## src/rtl/adder_pkg.sv

```systemverilog
// adder_pkg: shared types and constant helpers for the pipelined adder.
//   seg_w(width, stages) : width of one pipeline segment
//   adder_op_t           : operation selected by the sub input
//   sat_max(w), sat_min(w) : two's-complement clamp limits for a w-bit result
//                            (returned in a wide vector; callers cast to width)
package adder_pkg;

    localparam int SAT_W = 256;

    typedef enum logic {
        OP_ADD = 1'b0,
        OP_SUB = 1'b1
    } adder_op_t;

    function automatic int seg_w(input int width, input int stages);
        return width / stages;
    endfunction

    // 2^(w-1) - 1
    function automatic logic [SAT_W-1:0] sat_max(input int w);
        return (SAT_W'(1) << (w - 1)) - SAT_W'(1);
    endfunction

    // -2^(w-1) as a w-bit pattern: only bit w-1 set
    function automatic logic [SAT_W-1:0] sat_min(input int w);
        return SAT_W'(1) << (w - 1);
    endfunction

endpackage

```

## src/rtl/adder_segment.sv

```systemverilog
// adder_segment: one registered SEG-bit ripple-carry slice.
//   clk     : clock
//   en      : register enable (pipeline advance)
//   a, b    : SEG-bit segment operands
//   cin     : carry into bit 0 of the segment
//   s, cout : registered segment sum and carry out
// Data registers carry no reset; validity is tracked by the parent.
module adder_segment #(
    parameter int SEG = 8
) (
    input  logic           clk,
    input  logic           en,
    input  logic [SEG-1:0] a,
    input  logic [SEG-1:0] b,
    input  logic           cin,
    output logic [SEG-1:0] s,
    output logic           cout
);

    logic [SEG:0]   c;
    logic [SEG-1:0] s_comb;

    assign c[0] = cin;

    for (genvar i = 0; i < SEG; i++) begin : g_bit
        full_adder u_fa (
            .a    (a[i]),
            .b    (b[i]),
            .cin  (c[i]),
            .s    (s_comb[i]),
            .cout (c[i+1])
        );
    end

    always_ff @(posedge clk) begin
        if (en) begin
            s    <= s_comb;
            cout <= c[SEG];
        end
    end

endmodule

```

## src/rtl/full_adder.sv

```systemverilog
// full_adder: single-bit full adder cell.
//   a, b, cin : addend bits and carry in
//   s, cout   : sum bit and carry out
module full_adder (
    input  logic a,
    input  logic b,
    input  logic cin,
    output logic s,
    output logic cout
);

    assign s    = a ^ b ^ cin;
    assign cout = (a & b) | (cin & (a ^ b));

endmodule

```

## src/rtl/pipelined_adder.sv

```systemverilog
// pipelined_adder: STAGES-deep pipelined add/subtract with valid/ready handshake.
//   clk, rst            : clock, synchronous active-high reset
//   in_valid / in_ready : input beat handshake (in_ready = pipeline advance)
//   num1, num2          : WIDTH-bit operands
//   sub                 : 0 = num1 + num2 + carry_in, 1 = num1 - num2
//   carry_in            : carry into bit 0 (add only)
//   sat                 : clamp on signed overflow (only with ADDER_SAT_EN)
//   out_valid/out_ready : output beat handshake
//   sum, carry, overflow: result, carry out of MSB (1 = no borrow), signed overflow
// Build option: define ADDER_SAT_EN to add the sat port and output clamping.
// Stage k ripples bits [k*SEG +: SEG]; operands are skewed in, result segments
// de-skewed out so the whole sum leaves together after STAGES cycles.
module pipelined_adder
    import adder_pkg::*;
#(
    parameter int WIDTH  = 32,
    parameter int STAGES = 4
) (
    input  logic             clk,
    input  logic             rst,
    input  logic             in_valid,
    output logic             in_ready,
    input  logic [WIDTH-1:0] num1,
    input  logic [WIDTH-1:0] num2,
    input  logic             sub,
    input  logic             carry_in,
`ifdef ADDER_SAT_EN
    input  logic             sat,
`endif
    output logic             out_valid,
    input  logic             out_ready,
    output logic [WIDTH-1:0] sum,
    output logic             carry,
    output logic             overflow
);

    localparam int SEG = seg_w(WIDTH, STAGES);
    localparam int MSB = WIDTH - 1;
    localparam int LST = STAGES - 1;

`ifdef ADDER_SAT_EN
    localparam logic signed [WIDTH-1:0] SAT_HI = WIDTH'(sat_max(WIDTH));
    localparam logic signed [WIDTH-1:0] SAT_LO = WIDTH'(sat_min(WIDTH));

    // Positive overflow can only happen when both operands are non-negative,
    // so the sign of a selects the clamp direction.
    function automatic logic signed [WIDTH-1:0] saturate(
        input logic signed [WIDTH-1:0] x,
        input logic                    ovf,
        input logic                    en,
        input logic                    a_neg
    );
        if (en && ovf) begin
            return a_neg ? SAT_LO : SAT_HI;
        end
        return x;
    endfunction
`endif

    adder_op_t        op;
    logic [WIDTH-1:0] b_in;
    logic             cin_in;
    logic             adv;

    logic             vld_p  [STAGES];
    logic [WIDTH-1:0] a_p    [STAGES];
    logic [WIDTH-1:0] b_p    [STAGES];
    logic [WIDTH-1:0] lo_p   [STAGES];
    logic [SEG-1:0]   s_p    [STAGES];
    logic             cout_p [STAGES];
    logic [WIDTH-1:0] view   [STAGES];
`ifdef ADDER_SAT_EN
    logic             sat_p  [STAGES];
`endif

    logic signed [WIDTH-1:0] raw_sum;
    logic signed [WIDTH-1:0] res_sum;
    logic                    a_msb;
    logic                    b_msb;
    logic                    ovf;

    assign op     = sub ? OP_SUB : OP_ADD;
    assign b_in   = (op == OP_SUB) ? ~num2 : num2;
    assign cin_in = (op == OP_SUB) ? 1'b1 : carry_in;

    // Whole pipe moves together; a stalled output freezes every stage.
    assign adv      = !vld_p[LST] || out_ready;
    assign in_ready = adv;

    always_ff @(posedge clk) begin
        if (rst) begin
            for (int k = 0; k < STAGES; k++) begin
                vld_p[k] <= 1'b0;
            end
        end else if (adv) begin
            vld_p[0] <= in_valid;
            for (int k = 1; k < STAGES; k++) begin
                vld_p[k] <= vld_p[k-1];
            end
        end
    end

    // ---- stage boundaries: operand skew and result de-skew registers ----
    always_ff @(posedge clk) begin
        if (adv) begin
            a_p[0]  <= num1;
            b_p[0]  <= b_in;
            lo_p[0] <= '0;
`ifdef ADDER_SAT_EN
            sat_p[0] <= sat;
`endif
            for (int k = 1; k < STAGES; k++) begin
                a_p[k]  <= a_p[k-1];
                b_p[k]  <= b_p[k-1];
                lo_p[k] <= view[k-1];
`ifdef ADDER_SAT_EN
                sat_p[k] <= sat_p[k-1];
`endif
            end
        end
    end

    // Result as seen after stage k: finished lower segments plus segment k.
    always_comb begin
        for (int k = 0; k < STAGES; k++) begin
            view[k] = lo_p[k];
            view[k][k*SEG +: SEG] = s_p[k];
        end
    end

    for (genvar k = 0; k < STAGES; k++) begin : g_seg
        logic [SEG-1:0] seg_a;
        logic [SEG-1:0] seg_b;
        logic           seg_cin;

        if (k == 0) begin : g_first
            assign seg_a   = num1[SEG-1:0];
            assign seg_b   = b_in[SEG-1:0];
            assign seg_cin = cin_in;
        end else begin : g_rest
            assign seg_a   = a_p[k-1][k*SEG +: SEG];
            assign seg_b   = b_p[k-1][k*SEG +: SEG];
            assign seg_cin = cout_p[k-1];
        end

        adder_segment #(.SEG(SEG)) u_seg (
            .clk  (clk),
            .en   (adv),
            .a    (seg_a),
            .b    (seg_b),
            .cin  (seg_cin),
            .s    (s_p[k]),
            .cout (cout_p[k])
        );
    end

    // ---- last stage: overflow and optional clamp ----
    assign raw_sum = view[LST];
    assign a_msb   = a_p[LST][MSB];
    assign b_msb   = b_p[LST][MSB];
    assign ovf     = (a_msb == b_msb) && (raw_sum[MSB] != a_msb);

`ifdef ADDER_SAT_EN
    assign res_sum = saturate(raw_sum, ovf, sat_p[LST], a_msb);
`else
    assign res_sum = raw_sum;
`endif

    // Outputs read zero whenever no beat is presented, including after reset.
    assign out_valid = vld_p[LST];
    assign sum       = vld_p[LST] ? res_sum : '0;
    assign carry     = vld_p[LST] & cout_p[LST];
    assign overflow  = vld_p[LST] & ovf;

endmodule

```

## config.mk

```make
export PLATFORM = sky130hd
export DESIGN_NAME = pipelined_adder
export DESIGN_NICKNAME = d
export VERILOG_FILES = /design/src/rtl/adder_pkg.sv /design/src/rtl/adder_segment.sv /design/src/rtl/full_adder.sv /design/src/rtl/pipelined_adder.sv
export SDC_FILE = /design/constraint.sdc
export NUM_CORES = 1
export LEC_CHECK = 0
export BUFFER_PORTS_ARGS = -buffer_cell sky130_fd_sc_hd__buf_2
export CAP_MARGIN = 20
export CORE_AREA = 2 2 138 140
export DETAILED_ROUTE_END_ITERATION = 12
export DIE_AREA = 0 0 140 142
export GPL_ROUTABILITY_DRIVEN = 0
export PLACE_DENSITY = 0.61
export SYNTH_ARGS = -nofsm -noshare
export SYNTH_HDL_FRONTEND = slang
export SYNTH_SLANG_ARGS = --single-unit
```

## constraint.sdc

```tcl
create_clock -name clk -period 4.6 [get_ports clk]
set_input_delay 0.46 -clock clk [delete_from_list [all_inputs] [get_ports clk]]
set_output_delay 0.46 -clock clk [all_outputs]
set_load 0.02 [all_outputs]
```

==> results.toml <==
[worst_setup_path]
criticalPathCategory = "reg -> reg"
crit_required_ns = 4.90
r2r-start = "g_seg[2].u_seg.cout$_DFFE_PN_"
slowest_stage = "fa_1"
critPathArrivalTime_ns = 4.45
rr_worst_depth = 12
crit_path_frequent_cell = "fa_1"
cp_cell_sequence = "inv_1, fa_1, inv_1, fa_1, fa_1, fa_1, fa_1, fa_1, fa_1, inv_1, fa_1, inv_1"
end_kind = "register"
cp_num_buf_inv = 4
startpoint_type = "register"
cp_max_fo = 1
max_stage_delay_ns = 0.51
r2r_end = "g_seg[3].u_seg.s[7]$_DFFE_PN_"
r2r_slack_ns = 0.45
worst_path_dominant_cell_family = "adder cells"

[clock_network]
cts_buffers = 17
cts_max_level = 4
cts_hold_buf = 0
clockBufferDepth = 2
cts.sinks = 186
postCtsSetupBuffers = 0
cts_root_buf = "clkbuf_16"
cts-resized-gates = 0
clk_latency_ns = 0.42
path_clk_slew_ns = 0.06
cts_tree = "built"

[final_layout]
drive_gt1_frac = 0.295
post-route-util = 0.456
num-fill-cells = 1606
fin_cells = 717
finalNetCount = 571
design_area_mm2 = 0.00842
syn_to_final_growth_pct = 19.5

[timing]
rsz0062_at_grt = "false"
fin_crit_ns = 4.15
skew_ns = 0.00632
tightest_slew_ns = 0.502
fmax_ghz = 0.241
setup_tns_ns = 0
max_slew_margin = 0.665
setup_viol = 0
fin_crit_sh = 0.902
slew_viol_final = 0
hold_violations = 0

[pwr]
p_leak_nw = 3.47
switchingPower_mw = 0.815
ir_worst_vdd_mv = 0.245
clockPowerShare = 0.351
combPwrFrac = 0.062
power_density_mw_per_mm2 = 474
p_sw_frac = 0.204
power.total_mw = 3.99
internal-power_mw = 3.17
p_seq_frac = 0.587

[placed_design]
post-place-cells = 683
hpwl_um = 6360
post_dp_cell_area_mm2 = 0.00783
port_buffers = 105

[logic_synthesis]
ys_ff_latch = 186
synth_area_leaders = "edfxtp_1 (79%), fa_1 (9.1%), xor2_1 (3.1%)"
synthCells = 346
avgSynthCellArea_um2 = 20.4
netlist_area_mm2 = 0.00704
ys_seq_area_frac = 0.793
synth-warning-count = 0
synth_top_area_cell = "edfxtp_1"
synthesis.nets = 448
synth_cell_types = 16
synth_top_area_frac = 0.793

[global_routing]
grt_pass1_wl_um = 15700
grt_use_total = 0.105
grt_remaining_overflow = 0
grt_pass1_vias = 3201
grt_max_degree = 94
antenna_found_initial = 1

[die]
core_mm2 = 0.0185
start_util = 0.382
io_pins = 106
die_x_um = 140
die_area_mm2 = 0.0199
die_h_um = 142
row_count = 50

[drt]
via_per_inst = 4.15
drc_errors = 3
dr.first_iter.drc_count = 178
wl_per_cell_um = 13.4
firstDrtPassIters = 10
ant_nets = 0
dr_total_vias = 2979
totalWireLength_um = 9570

[outcome]
status = "finished, violations left"
violations = "DRC"

[min_path]
worstHoldStart = "num1[23]"
min_path_cells = 1
hold_end = "a_p[0][23]$_DFFE_PN_"
hp-class = "in -> reg"

[run]
drv_cap = 0
==> synthesized netlist by cell type <==
library cell,number
xor2_1,25
inv_1,47
fa_1,32
xnor2_1,7
o31ai_1,1
buf_6,1
nor2_1,1
clkbuf_2,3
nand4b_1,1
nand2b_1,1
and2_1,32
nor2b_4,1
nor3b_1,4
edfxtp_1,186
nand2_1,1
buf_12,3
==> worst max path at each step <==
stage	from	end	slack [ns]	cells past startpoint
after global routing	a_p[1][16]$_DFFE_PN_	g_seg[2].u_seg.s[7]$_DFFE_PN_	0.26	12
after detailed placement	sub	g_seg[0].u_seg.s[7]$_DFFE_PN_	0.28	11
after floorplan	sub	g_seg[0].u_seg.s[7]$_DFFE_PN_	0.36	12
after CTS	a_p[2][24]$_DFFE_PN_	g_seg[3].u_seg.s[7]$_DFFE_PN_	0.38	12
final	g_seg[2].u_seg.cout$_DFFE_PN_	g_seg[3].u_seg.s[7]$_DFFE_PN_	0.45	12
after global placement	sub	g_seg[0].u_seg.s[7]$_DFFE_PN_	0.44	11
==> layer usage <==
layer,wire length [um],GRT usage,up-vias
met5,0,0,-
met4,309,0.0659,0
met3,397,0.0353,23
met2,5010,0.173,61
met1,3860,0.120,1446
li1,-,-,1449
==> power by group through the flow <==
| stage | combinational [mW] | sequential, mW | clock (mW) |
|---|---|---|---|
| 6_report | 0.247 | 2.34 | 1.40 |
| 5_1_grt | 0.293 | 2.38 | 1.51 |
| 4_1_cts | 0.255 | 2.35 | 1.45 |
| 3_5_place_dp | 0.254 | 2.39 | 0 |
| 3_3_place_gp | 0.242 | 2.37 | 0 |
| 2_1_floorplan | 0.167 | 2.35 | 0 |
==> cell type report <==
type | instances | area, um2 | share of cell area
well taps | 234 | 293 | 0.0348
repair buffers | 111 | 591 | 0.0701
clock inverters | 15 | 148 | 0.0175
flip-flops and latches | 186 | 5590 | 0.663
inverters | 47 | 180 | 0.0214
clock buffers | 17 | 425 | 0.0505
multi-input cells | 106 | 1190 | 0.142
diodes | 1 | 2.50 | 0.000297
==> cells by family after synthesis <==
group,synth area share
buf+inv,0.0373
flops,0.793
fa+ha+maj,0.0910
compound gates,0.00107
xor+xnor,0.0398
simple gates,0.0378
==> stage by stage <==
step / hold WS (ns) / setup WS, ns
finish: 0.210 / 0.451
global route: 0.182 / 0.257
CTS: 0.182 / 0.377
detailed placement: 0.405 / 0.277
global placement: 0.401 / 0.440
floorplan: 0.400 / 0.362
==> layout by cell type, fill, tap and decap left out <==
cell	netlist	final
edfxtp_1	186	186
buf_2	0	105
inv_1	47	46
and2_1	32	32
fa_1	32	32
xor2_1	25	25
clkbuf_16	0	17
xnor2_1	7	7
nor3b_1	4	4
inv_6	0	4
buf_4	0	4
clkinv_4	0	3
clkinv_1	0	3
clkinv_2	0	3
bufinv_16	0	2
diode_2	0	1
nor2_1	1	1
nor2b_4	1	1
clkinvlp_4	0	1
nand2_1	1	1
nand4b_1	1	1
o31ai_1	1	1
nand2b_1	1	1
buf_8	0	1
buf_12	3	1
==> flip-flops by register name (all words and copies together), names as in the netlist <==
register / cells
a_p: 49
b_p: 49
g_seg.u_seg.cout: 4
g_seg.u_seg.s: 32
lo_p: 48
vld_p: 4
Note: power is estimated with default switching activity, not from simulation.
